**src/rtl/eight_bit_counter_pkg.sv**
```systemverilog
// Shared definitions for the loadable up/down counter: width, direction
// encodings and the per-edge operation decode used by the top-level mux.
package eight_bit_counter_pkg;

  localparam int CNT_WIDTH = 8;

  // Direction encodings for incOrDec.
  localparam logic DIR_INC = 1'b0;
  localparam logic DIR_DEC = 1'b1;

  // Non-clear operations; clear is handled as the synchronous reset.
  typedef enum logic [1:0] {
    OP_HOLD = 2'd0,
    OP_STEP = 2'd1,
    OP_LOAD = 2'd2
  } cnt_op_e;

  // Load beats stepping, so a loaded value is never stepped in the same cycle.
  function automatic cnt_op_e decode_op(input logic load, input logic enable);
    cnt_op_e op;
    if (load) begin
      op = OP_LOAD;
    end else if (enable) begin
      op = OP_STEP;
    end else begin
      op = OP_HOLD;
    end
    return op;
  endfunction

endpackage : eight_bit_counter_pkg

```
**src/rtl/eight_bit_counter_step.sv**
```systemverilog
// Combinational +/-1 step of the count with silent modulo-2^WIDTH wrap.
module counter_step
  import eight_bit_counter_pkg::*;
#(
  parameter int WIDTH = CNT_WIDTH
) (
  input  logic [WIDTH-1:0] count_i,
  input  logic             dir_i,
  output logic [WIDTH-1:0] next_o
);

  localparam logic [WIDTH-1:0] ONE = {{(WIDTH-1){1'b0}}, 1'b1};

  // Select increment or decrement; carry/borrow out is deliberately dropped.
  always_comb begin
    next_o = count_i;
    if (dir_i == DIR_DEC) begin
      next_o = count_i - ONE;
    end else begin
      next_o = count_i + ONE;
    end
  end

endmodule : counter_step

```
**src/rtl/eight_bit_counter.sv**
```systemverilog
// Loadable up/down counter with synchronous clear, parallel load and count
// enable. The output is taken straight from the count register.
module eight_bit_counter
  import eight_bit_counter_pkg::*;
#(
  parameter int WIDTH = CNT_WIDTH
) (
  input  logic [WIDTH-1:0] myInput,
  input  logic             clear,
  input  logic             load,
  input  logic             clock,
  input  logic             incOrDec,
  input  logic             countEnabler,
  output logic [WIDTH-1:0] myOutput
);

  logic [WIDTH-1:0] count_q;
  logic [WIDTH-1:0] count_d;
  logic [WIDTH-1:0] step_s;
  cnt_op_e          op_s;

  counter_step #(
    .WIDTH (WIDTH)
  ) u_step (
    .count_i (count_q),
    .dir_i   (incOrDec),
    .next_o  (step_s)
  );

  // Priority mux for the non-clear cases: load, then step, then hold.
  always_comb begin
    op_s    = decode_op(load, countEnabler);
    count_d = count_q;
    case (op_s)
      OP_LOAD: count_d = myInput;
      OP_STEP: count_d = step_s;
      OP_HOLD: count_d = count_q;
      default: count_d = count_q;
    endcase
  end

  // Count register; clear wins over every other control on the same edge.
  always_ff @(posedge clock) begin
    if (clear) begin
      count_q <= {WIDTH{1'b0}};
    end else begin
      count_q <= count_d;
    end
  end

  assign myOutput = count_q;

endmodule : eight_bit_counter

```
**config.mk**
```make
export PLATFORM = sky130hd
export DESIGN_NAME = eight_bit_counter
export DESIGN_NICKNAME = d
export VERILOG_FILES = /design/src/rtl/eight_bit_counter_pkg.sv /design/src/rtl/eight_bit_counter_step.sv /design/src/rtl/eight_bit_counter.sv
export SDC_FILE = /design/constraint.sdc
export NUM_CORES = 1
export LEC_CHECK = 0
export CORE_MARGIN = 1.5
export CORE_UTILIZATION = 45
export CTS_CLUSTER_SIZE = 25
export DETAILED_ROUTE_END_ITERATION = 12
export PLACE_DENSITY = 0.83
export SLEW_MARGIN = 10
export SYNTH_ARGS = -nofsm -noshare
export SYNTH_HDL_FRONTEND = slang
export SYNTH_HIERARCHICAL = 1
export SYNTH_SLANG_ARGS = --single-unit
```
**constraint.sdc**
```tcl
create_clock -name clock -period 2.4 [get_ports clock]
set_input_delay 0.6 -clock clock [delete_from_list [all_inputs] [get_ports clock]]
set_output_delay 0.6 -clock clock [all_outputs]
set_load 0.05 [all_outputs]
```
## Word-level counts from Yosys, hierarchy flattened

Cells that the tools add are included.

| operators by class | value |
|---|---|
| equal/unequal tests | 2 |
| reductions and logical operators | 1 |
| $add $sub $neg | 2 |
| muxes and demuxes | 4 |

Operator list:

| operator | number |
|---|---|
| $pmux W8 S2 | 1 |
| $add A8 B1 Y8 const B | 1 |
| $mux W8 | 1 |
| $sub A8 B1 Y8 const B | 1 |
| $eq A2 B1 Y1 const B | 1 |
| $eq A2 B2 Y1 const B | 1 |
| $mux W2 | 1 |
| $reduce_bool A2 Y1 | 1 |
| $mux W1 | 1 |

| word-level totals | value |
|---|---|
| logic and storage cells | 10 |
| bits of input ports | 13 |
| output and inout port bits | 8 |
| bits in registers | 8 |

## Longest topological paths before layout

Gate-level depths: netlist of run 1.

| logic depth | value |
|---|---|
| word-level depth | 4 |
| depth in mapped cells | 7 |
| mapped depth without buffers | 7 |

## Hierarchy

The synthesis of run 1 kept the hierarchy.

Modules (own cells, without submodules):

| module | area each (µm²) | cells an instance | instances | sequential area each (µm²) |
|---|---|---|---|---|
| eight_bit_counter | 369.1 | 35 | 1 | 160.2 |
| counter_step | 319.1 | 41 | 1 | 0.0 |

## Worst setup path before layout of run 1

No wires, ideal clock.

| path | value |
|---|---|
| kind | register -> register |
| start point | reg count_q[0], in the netlist myOutput[0] |
| end point | reg count_q[6], in the netlist myOutput[6] |
| period minus slack after synthesis | 2.059 ns |
| stages on the path, launching flop included | 8 |
| path buffers | 0 |
| arrival time | 1.973 ns |
| setup slack | 0.341 ns |
| data required time | 2.314 ns |
| library setup time | 0.086 ns |
| cell sequence | dfxtp_1 > inv_1 > fa_1 > nor2b_4 > o311ai_0 > o311ai_1 > mux2i_1 > a211oi_1 |

| between the ends | value |
|---|---|
| cells in the longest elaborated chain, start to end | 3 |
| elaborated cells on any way between the ends | 4 |
| classes of those cells | 2 x add/sub; 2 x mux |

RTL lines:

| item | line | RTL |
|---|---|---|
| start, declared | eight_bit_counter.sv:17 | `logic [WIDTH-1:0] count_q;` |
| start signal, assigned | eight_bit_counter.sv:45 | `count_q <= {WIDTH{1'b0}};` |
| start signal, assigned | eight_bit_counter.sv:47 | `count_q <= count_d;` |
| $add A8 B1 Y8 or $sub A8 B1 Y8 (tied branches) | eight_bit_counter_step.sv:20, eight_bit_counter_step.sv:18 |  |
| $mux W8 (*) | eight_bit_counter_step.sv:17 | `if (dir_i == DIR_DEC) begin` |
| net step_s[6] | eight_bit_counter.sv:19 | `logic [WIDTH-1:0] step_s;` |
| $pmux W8 S2 (*) | eight_bit_counter.sv:34 | `case (op_s)` |

The timed path passes the listed nets; every way through them passes the cells marked *.
A chain may end at the register's enable or synchronous reset.

## Final worst setup path of run 1

| path | value |
|---|---|
| start point | reg count_q[0], in the netlist myOutput[0] |
| end point | out myOutput[0] |

RTL lines:

| item | line | RTL |
|---|---|---|
| end, declared | eight_bit_counter.sv:14 | `output logic [WIDTH-1:0] myOutput` |

No word-level cell between the ends.

==> results.tsv, run 1 <==
metric	value	unit
initial core utilization	0.504	
IO buf count	20	
Max IR drop VDD	0.000303	V
# nets final	127	
post-synthesis cell type with the largest combined area	dfxtp_1	
max reg flops	8	
CP cell instances	clkdlybuf4s50_1	
Synth Area in XOR/XNOR	0.0509	
Final Total Pwr	524	uW
commonest non-fill, non-tap cells in the layout	clkdlybuf4s50_1, a211oi_1	
outcome	finished clean	
Synth Area in Adders	0.138	
Final ANT Viol Nets	0	
Worst-path clk slew	0.05	ns
critical path type	flip-flop to output port	
sequential share of the synthesized area	0.233	
Post-Route WL	1540	um
number of fill cells	127	
P&R area growth vs syn	44.4	%
Vias per Instance	5.63	
die area	1770	um2
initial antenna violation count	0	
R2R Path Start	myOutput[2]$_SDFFE_PP0P_	
hold path cells	2	
worst path bufs/invs	1	
Crit path depth	1	
Setup crit start kind	flip-flop	
slew margin rel.	0.646	
Leakage	0.432	nW
compound-cell area share of the yosys netlist	0.267	
DIE HEIGHT	42.1	um
Worst Path Required	1.80	ns
RSZ-0062 raised after global routing	no	
largest family of logic cells by synthesized area	compound AO/OA/AOI/OAI gates	
fmax	0.475	GHz
post-synthesis mux area share	0.116	
first-pass GRT wire length	2660	um
Yosys top cell area share	0.233	
core area	1370	um2
worst slack at placement	-0.278	ns
post-synthesis simple-gate area fraction	0.140	
Max stage delay on crit path	0.86	ns
ANT cells	0	
die extent in x	42.1	um
Cell variety after synth	28	
worst-path fanout max	5	
Synth Area per Inst	9.05	um2
Yosys warnings	6	
worst-margin pin slew	0.529	ns
largest net degree at the start of global routing	10	
number of I/O pins	21	
Clk Latency, worst-skew pair	0.24	ns
Post CTS Setup Buffer Count	0	
row cnt	13	
Netlist Area Pre-Place	688	um2
CTS tree	built	
signal arrival time at the worst endpoint	1.50	ns
Iter 0 DRT Violations	15	
Final WS setup	0.295	ns
Final min period	2.10	ns
Num CTS Buffers	3	
total track usage	0.191	
Max Cap Viol	0	
hold_sp	myOutput[2]$_SDFFE_PP0P_	
final hold vios	0	
worst reg2reg path depth	6	
CTS Hold Bufs	0	
Cells after Synth	76	
Setup Skew	0.00105	ns
share of layout cells above drive strength 1	0.152	
post-DR wirelength/cell	12.8	um
vias after detailed routing	676	
grt total ovfl	0	
DR pass1 iterations	4	
launch point of the worst path	myOutput[0]$_SDFFE_PP0P_	
Worst Hold Class	flip-flop to flip-flop	
max-slew violations	0	
CTS H-Tree Depth	1	
ranking of synthesized cells by area	dfxtp_1, mux2i_1, ha_1	
Root Buffer	clkbuf_4	
P per Cell Area	527	nW/um2
vias in the first global route	617	
CP max-delay cell	clkdlybuf4s50_1	
Placer Congestion	0.818	
DRC violations left	0	
syn_nets	96	
hpwl dp	1320	um
Setup violations, final	0	
flops & latches, synth	8	
clock sink count	8	
period utilisation layout	0.877	
kind of cell adding the most delay to the critical path	buffers and inverters	
most common cell after layout, fill and taps aside	clkdlybuf4s50_1	
Max clock buf depth	2	
CP Capture Type	output port	
-- metrics by stage --
stage | util | setup TNS, ns | instances | cell area (um2) | hold WS [ns]
after global routing | 0.727 | 0 | 120 | 993 | 0.627
after detailed placement | 0.697 | -0.718 | 117 | 952 | 0.582
final | 0.727 | 0 | 120 | 993 | 0.594
after floorplan | - | 0 | 76 | 688 | 0.786
after global placement | 0.697 | -0.470 | 117 | 952 | 0.579
after CTS | 0.725 | 0 | 120 | 991 | 0.595
-- cell families (layout without fill, tap and decap cells) --
| logic type | Yosys count | in the layout |
|---|---|---|
| buffers and inverters | 8 | 37 |
| adder cells (fa/ha/maj) | 7 | 7 |
| AO/OA/AOI/OAI | 26 | 26 |
| multiplexers | 8 | 8 |
| XOR/XNOR | 4 | 4 |
| AND/OR/NAND/NOR | 15 | 15 |
| flip-flops | 8 | 8 |
-- power breakdown --
group | internal [mW] | switching [mW] | total (mW)
Combinational | 0.127 | 0.143 | 0.270
Sequential | 0.146 | 0.0133 | 0.159
Clock | 0.0567 | 0.0380 | 0.0947
Total | 0.330 | 0.194 | 0.524
-- routing by layer --
layer | track usage | routed length [um] | vias up | share of wire
met5 | 0 | 0 | - | 0
met4 | 0.0563 | 0 | 0 | 0
met3 | 0.0129 | 59 | 0 | 0.038
met2 | 0.334 | 772 | 20 | 0.50
met1 | 0.250 | 707 | 309 | 0.46
li1 | - | - | 347 | -
-- cell usage after synthesis --
| cell type | count |
|---|---|
| dfxtp_1 | 8 |
| o2bb2ai_1 | 1 |
| inv_2 | 1 |
| fa_1 | 1 |
| nor2b_4 | 1 |
| o311ai_0 | 1 |
| nand2_1 | 1 |
| nor2_1 | 1 |
| o21ai_0 | 2 |
| inv_1 | 5 |
| o31a_1 | 1 |
| a21oi_1 | 5 |
| ha_1 | 6 |
| o211ai_1 | 3 |
| o311ai_1 | 1 |
| nand2b_1 | 1 |
| xor2_1 | 2 |
| buf_6 | 1 |
| mux2i_1 | 8 |
| nor2b_1 | 9 |
| a221oi_1 | 1 |
| o21a_1 | 1 |
| a21o_1 | 1 |
| xnor2_1 | 2 |
| buf_1 | 1 |
| a211oi_1 | 9 |
| nor3_1 | 1 |
| nor3b_1 | 1 |
-- cell type report --
cell class / count / area [um2] / area share
inverter: 6 / 22.5 / 0.0227
multi-input combinational: 60 / 507 / 0.510
sequential: 8 / 160 / 0.161
tap: 15 / 18.8 / 0.0189
timing repair buffer: 28 / 263 / 0.264
clock buffer: 3 / 22.5 / 0.0227
-- worst paths after layout --
path | slack (ns) | to
setup reg to reg | 0.57 | myOutput[6]$_SDFFE_PP0P_
hold / removal | 0.59 | myOutput[2]$_SDFFE_PP0P_
hold reg to reg | 0.59 | myOutput[2]$_SDFFE_PP0P_
setup / recovery | 0.30 | myOutput[0]
-- worst register-to-register path, stage by stage, from the launching register on --
cell	delay, ns
dfxtp_1	0.33
ha_1	0.34
nor2b_4	0.15
o31a_1	0.27
o311ai_2	0.29
mux2i_1	0.12
a211oi_1	0.24
-- what timing repair did --
| item | 4_1_cts | 5_1_grt |
|---|---|---|
| endpoints found under the setup margin | 1 | 3 |
| pin swaps | 0 | 0 |
| resized for setup | 3 | 3 |
Power figures use the tool's default switching activity.
==> inputs of run 2 (changes only) <==
CORE_MARGIN = unset   (was 1.5)
==> run 2 against run 1 <==
- routed wire length increased by 18%
- clock skew increased by 0.0030 ns
- combinational power about the same
- final area increased by 0.25%
- setup slack got worse by 0.13 ns
- cell count increased by 1.7%
- sequential share of layout area about the same
- global-route usage increased by 6.7 points
- sequential power about the same
- total power increased by 1.4%
- critical path type is now input port to flip-flop
- first-iteration DRC count decreased by 6.7%
==> results.tsv, run 2 (synthesis gave the netlist of run 1 again) <==
metric	value	unit
outcome	finished clean	
Vias per Instance	5.65	
worst slack at placement	-0.357	ns
CP max-delay cell	ha_1	
Clock Power Share	0.187	
DR pass1 iterations	4	
Sequential Power Share	0.301	
signal arrival time at the worst endpoint	2.39	ns
Setup violations, final	0	
vias in the first global route	627	
CTS H-Tree Depth	1	
Setup Skew	0.00404	ns
max reg flops	8	
Post CTS Setup Buffer Count	0	
Worst-path clk slew	0.05	ns
RSZ-0062 raised after global routing	no	
DIE HEIGHT	41.1	um
CP cell instances	dlygate4sd2_1, buf_4, ha_1, o21a_1, o31a_1, o311ai_2, mux2i_1, a211oi_1	
initial antenna violation count	0	
DRC violations left	0	
Final WS setup	0.168	ns
Iter 0 DRT Violations	14	
Placer Congestion	0.750	
internal power	330	uW
worst-path fanout max	5	
commonest non-fill, non-tap cells in the layout	clkdlybuf4s50_1, buf_4, nor2b_1, a211oi_1	
P per Cell Area	534	nW/um2
kind of cell adding the most delay to the critical path	compound AO/OA/AOI/OAI gates	
largest net degree at the start of global routing	10	
GRT met1 Usage	0.284	
met2 Usage GRT	0.480	
CTS tree	built	
total track usage	0.258	
Max IR drop VDD	0.000382	V
worst path bufs/invs	2	
Sw Ratio	0.379	
hpwl dp	1500	um
row cnt	13	
Num CTS Buffers	3	
most common cell after layout, fill and taps aside	clkdlybuf4s50_1	
Max stage delay on crit path	0.32	ns
first-pass GRT wire length	2790	um
Final ANT Viol Nets	0	
number of I/O pins	21	
Max clock buf depth	2	
core area	1370	um2
Max Cap Viol	0	
P&R area growth vs syn	44.7	%
grt total ovfl	0	
clock sink count	8	
combinational share of power	0.512	
Setup crit start kind	input port	
share of layout cells above drive strength 1	0.150	
CTS Hold Bufs	0	
period utilisation layout	0.930	
CP Capture Type	flip-flop	
Worst Hold Class	flip-flop to flip-flop	
max-slew violations	0	
initial core utilization	0.504	
Leakage	0.429	nW
worst-margin pin slew	0.496	ns
Worst Path Required	2.56	ns
final hold vios	0	
critical path type	input port to flip-flop	
Clk Latency, worst-skew pair	0.25	ns
die area	1690	um2
Sw Pwr	202	uW
fmax	0.448	GHz
Setup TNS	0	ns
ANT cells	0	
Final min period	2.23	ns
IO buf count	20	
post-DR wirelength/cell	14.8	um
GR Util met3	0.0435	
Root Buffer	clkbuf_4	
slew margin rel.	0.669	
die extent in x	41.1	um
Post-Route WL	1810	um
# nets final	129	
vias after detailed routing	689	
Most Crowded Layer GR	met2	
run 2: power groups by stage:
stage / clock network, mW / registers, mW / logic, mW
global route: 0.110 / 0.162 / 0.293
detailed placement: 0 / 0.163 / 0.265
CTS: 0.103 / 0.160 / 0.267
finish: 0.0995 / 0.160 / 0.272
global placement: 0 / 0.161 / 0.255
floorplan: 0 / 0.203 / 0.126
run 2: per-layer routing:
layer,up-vias,share of wire,routed length [um]
li1,354,-,-
met1,312,0.42,762
met2,21,0.53,960
met3,2,0.044,80
met4,0,0.0033,6
met5,-,0,0
run 2: final cells by class:
class / instances / area (um2)
multi-input combinational: 60 / 498
fill: 109 / 370
timing repair buffer: 30 / 274
sequential: 8 / 160
clock buffer: 3 / 22.5
inverter: 6 / 22.5
tap: 15 / 18.8
run 2: path summary, 6_finish.rpt:
kind         cells past startpoint                        to                      from  slack [ns]
max                              8  myOutput[6]$_SDFFE_PP0P_                  incOrDec        0.17
min                              2  myOutput[3]$_SDFFE_PP0P_  myOutput[3]$_SDFFE_PP0P_        0.62
max reg2reg                      7  myOutput[6]$_SDFFE_PP0P_  myOutput[0]$_SDFFE_PP0P_        0.53
min reg2reg                      2  myOutput[3]$_SDFFE_PP0P_  myOutput[3]$_SDFFE_PP0P_        0.62
run 2: stage by stage:
step	hold slack (ns)	power [mW]	instance area (um2)	instances	util
3_3_place_gp	0.584	0.416	967	119	0.708
3_5_place_dp	0.605	0.428	967	119	0.708
2_1_floorplan	0.786	0.329	688	76	-
5_1_grt	0.650	0.566	996	122	0.729
4_1_cts	0.620	0.530	988	122	0.723
6_report	0.619	0.532	996	122	0.729
run 2: worst reg2reg max path, stage by stage, from the launching register on:
cell and delay [ns]:
dfxtp_1 0.39, inv_1 0.10, fa_1 0.49, nor2b_4 0.16, o311ai_0 0.15, o311ai_2 0.13
mux2i_1 0.12, a211oi_1 0.25
run 2: repair_timing:
| action | in CTS | in global routing |
|---|---|---|
| hold endpoints to repair | 0 | 0 |
| endpoints found under the setup margin | 2 | 1 |
| pin swaps | 0 | 0 |
| gates resized for setup | 1 | 1 |
==> inputs of run 3 (changes only) <==
clock period = 2.5 ns   (was 2.4 ns; I/O delays follow)
==> run 3 against run 2 <==
- non-clock buffer count decreased by 1
- total power decreased by 3.6%
- core utilization decreased by 0.18 points
- via count increased by 1.5%
- critical path type unchanged
- setup slack got worse by 0.13 ns
- largest power group unchanged
- clock skew decreased by 0.00060 ns
- combinational power decreased by 4%
- global-route usage decreased by 0.64 points
==> results.tsv, run 3 (synthesis gave the netlist of run 1 again) <==
metric	value	unit
GRT met1 Usage	0.302	
clock sink count	8	
Post-Route WL	1850	um
Worst Hold Class	flip-flop to flip-flop	
Hold WS	0.578	ns
Final ANT Viol Nets	0	
Leakage	0.423	nW
die extent in x	41.1	um
signal arrival time at the worst endpoint	2.62	ns
Clk Latency, worst-skew pair	0.25	ns
Setup violations, final	0	
RSZ-0062 raised after global routing	no	
Max clock buf depth	2	
vias in the first global route	622	
Max Cap Viol	0	
Num CTS Buffers	3	
DRC violations left	0	
hpwl dp	1360	um
largest net degree at the start of global routing	10	
commonest non-fill, non-tap cells in the layout	clkdlybuf4s50_1, nor2b_1, a211oi_1, buf_4	
Max IR drop VDD	0.000299	V
Final min period	2.46	ns
DR pass1 iterations	4	
final hold vios	0	
worst slack at placement	-0.189	ns
most common cell after layout, fill and taps aside	clkdlybuf4s50_1	
# nets final	128	
initial antenna violation count	0	
P per Cell Area	516	nW/um2
CTS Hold Bufs	0	
vias after detailed routing	699	
DIE HEIGHT	41.1	um
fmax	0.406	GHz
Worst Path Required	2.66	ns
period utilisation layout	0.985	
Vias per Instance	5.78	
Setup crit start kind	input port	
slew margin rel.	0.666	
Iter 0 DRT Violations	12	
post-DR wirelength/cell	15.3	um
critical path type	input port to flip-flop	
outcome	finished clean	
IO buf count	20	
Setup Skew	0.00344	ns
Worst-path clk slew	0.06	ns
row cnt	13	
first-pass GRT wire length	2730	um
CTS H-Tree Depth	1	
max reg flops	8	
met2 Usage GRT	0.449	
worst-margin pin slew	0.499	ns
CP Capture Type	flip-flop	
Final WS setup	0.0363	ns
initial core utilization	0.504	
Max stage delay on crit path	0.50	ns
Placer Congestion	0.748	
die area	1690	um2
ANT cells	0	
Root Buffer	clkbuf_4	
number of I/O pins	21	
worst-path fanout max	5	
GR Util met3	0.0272	
CP cell instances	clkdlybuf4s50_1, buf_4, ha_1, o21a_1, o31a_1, o311ai_2, mux2i_1, a211oi_1	
Most Crowded Layer GR	met2	
final core utilization	0.727	
total track usage	0.252	
grt total ovfl	0	
P&R area growth vs syn	44.4	%
share of layout cells above drive strength 1	0.151	
CP max-delay cell	clkdlybuf4s50_1	
CTS tree	built	
max-slew violations	0	
core area	1370	um2
==> run 3: cell count changes in the layout (fill, tap and decap cells not counted), sizes merged <==
cell,previous run,this run
dlygate4sd2,1,0
buf,10,9
clkdlybuf4s50,19,20
==> run 3: routing by layer <==
layer	vias up	routed length, um
li1	345	-
met1	335	784
met2	17	991
met3	2	67
met4	0	5
met5	-	0
==> run 3: layout make-up <==
| class | count | area, um2 |
|---|---|---|
| fill | 97 | 373 |
| clock buffer | 3 | 22.5 |
| sequential | 8 | 160 |
| inverter | 6 | 22.5 |
| tap | 15 | 18.8 |
| timing repair buffer | 29 | 268 |
| multi-input combinational | 60 | 502 |
==> run 3: worst paths after layout <==
check                           cells after the start  slack (ns)                      from                       end
worst min register to register                      2        0.58  myOutput[5]$_SDFFE_PP0P_  myOutput[5]$_SDFFE_PP0P_
worst max register to register                      7        0.62  myOutput[0]$_SDFFE_PP0P_  myOutput[6]$_SDFFE_PP0P_
worst max-delay path                                8        0.04                  incOrDec  myOutput[6]$_SDFFE_PP0P_
worst min-delay path                                2        0.58  myOutput[5]$_SDFFE_PP0P_  myOutput[5]$_SDFFE_PP0P_
==> run 3: power by group <==
group / switching [mW] / leakage (nW) / internal (mW)
logic: 0.141 / 0.343 / 0.120
registers: 0.0127 / 0.0668 / 0.140
clock network: 0.0428 / 0.0138 / 0.0549
total: 0.197 / 0.423 / 0.315
==> run 3: repair_timing <==
item,CTS,global route
setup endpoints to repair,0,2
gates resized for setup,0,2
setup buffers,0,0
==> run 3: critical path, delay by kind of cell <==
family          cells  cell delay [ns]
fa+ha+maj           1             0.30
buf+inv             2             0.69
compound gates      4             0.89
mux                 1             0.12
==> run 3: metrics by stage <==
stage	std cells	cell area, um2	total power [mW]	TNS [ns]
floorplan	76	688	0.316	0
global placement	118	960	0.396	-0.239
detailed placement	118	960	0.404	-0.424
CTS	121	982	0.507	0
global route	121	993	0.539	0
finish	121	993	0.512	0
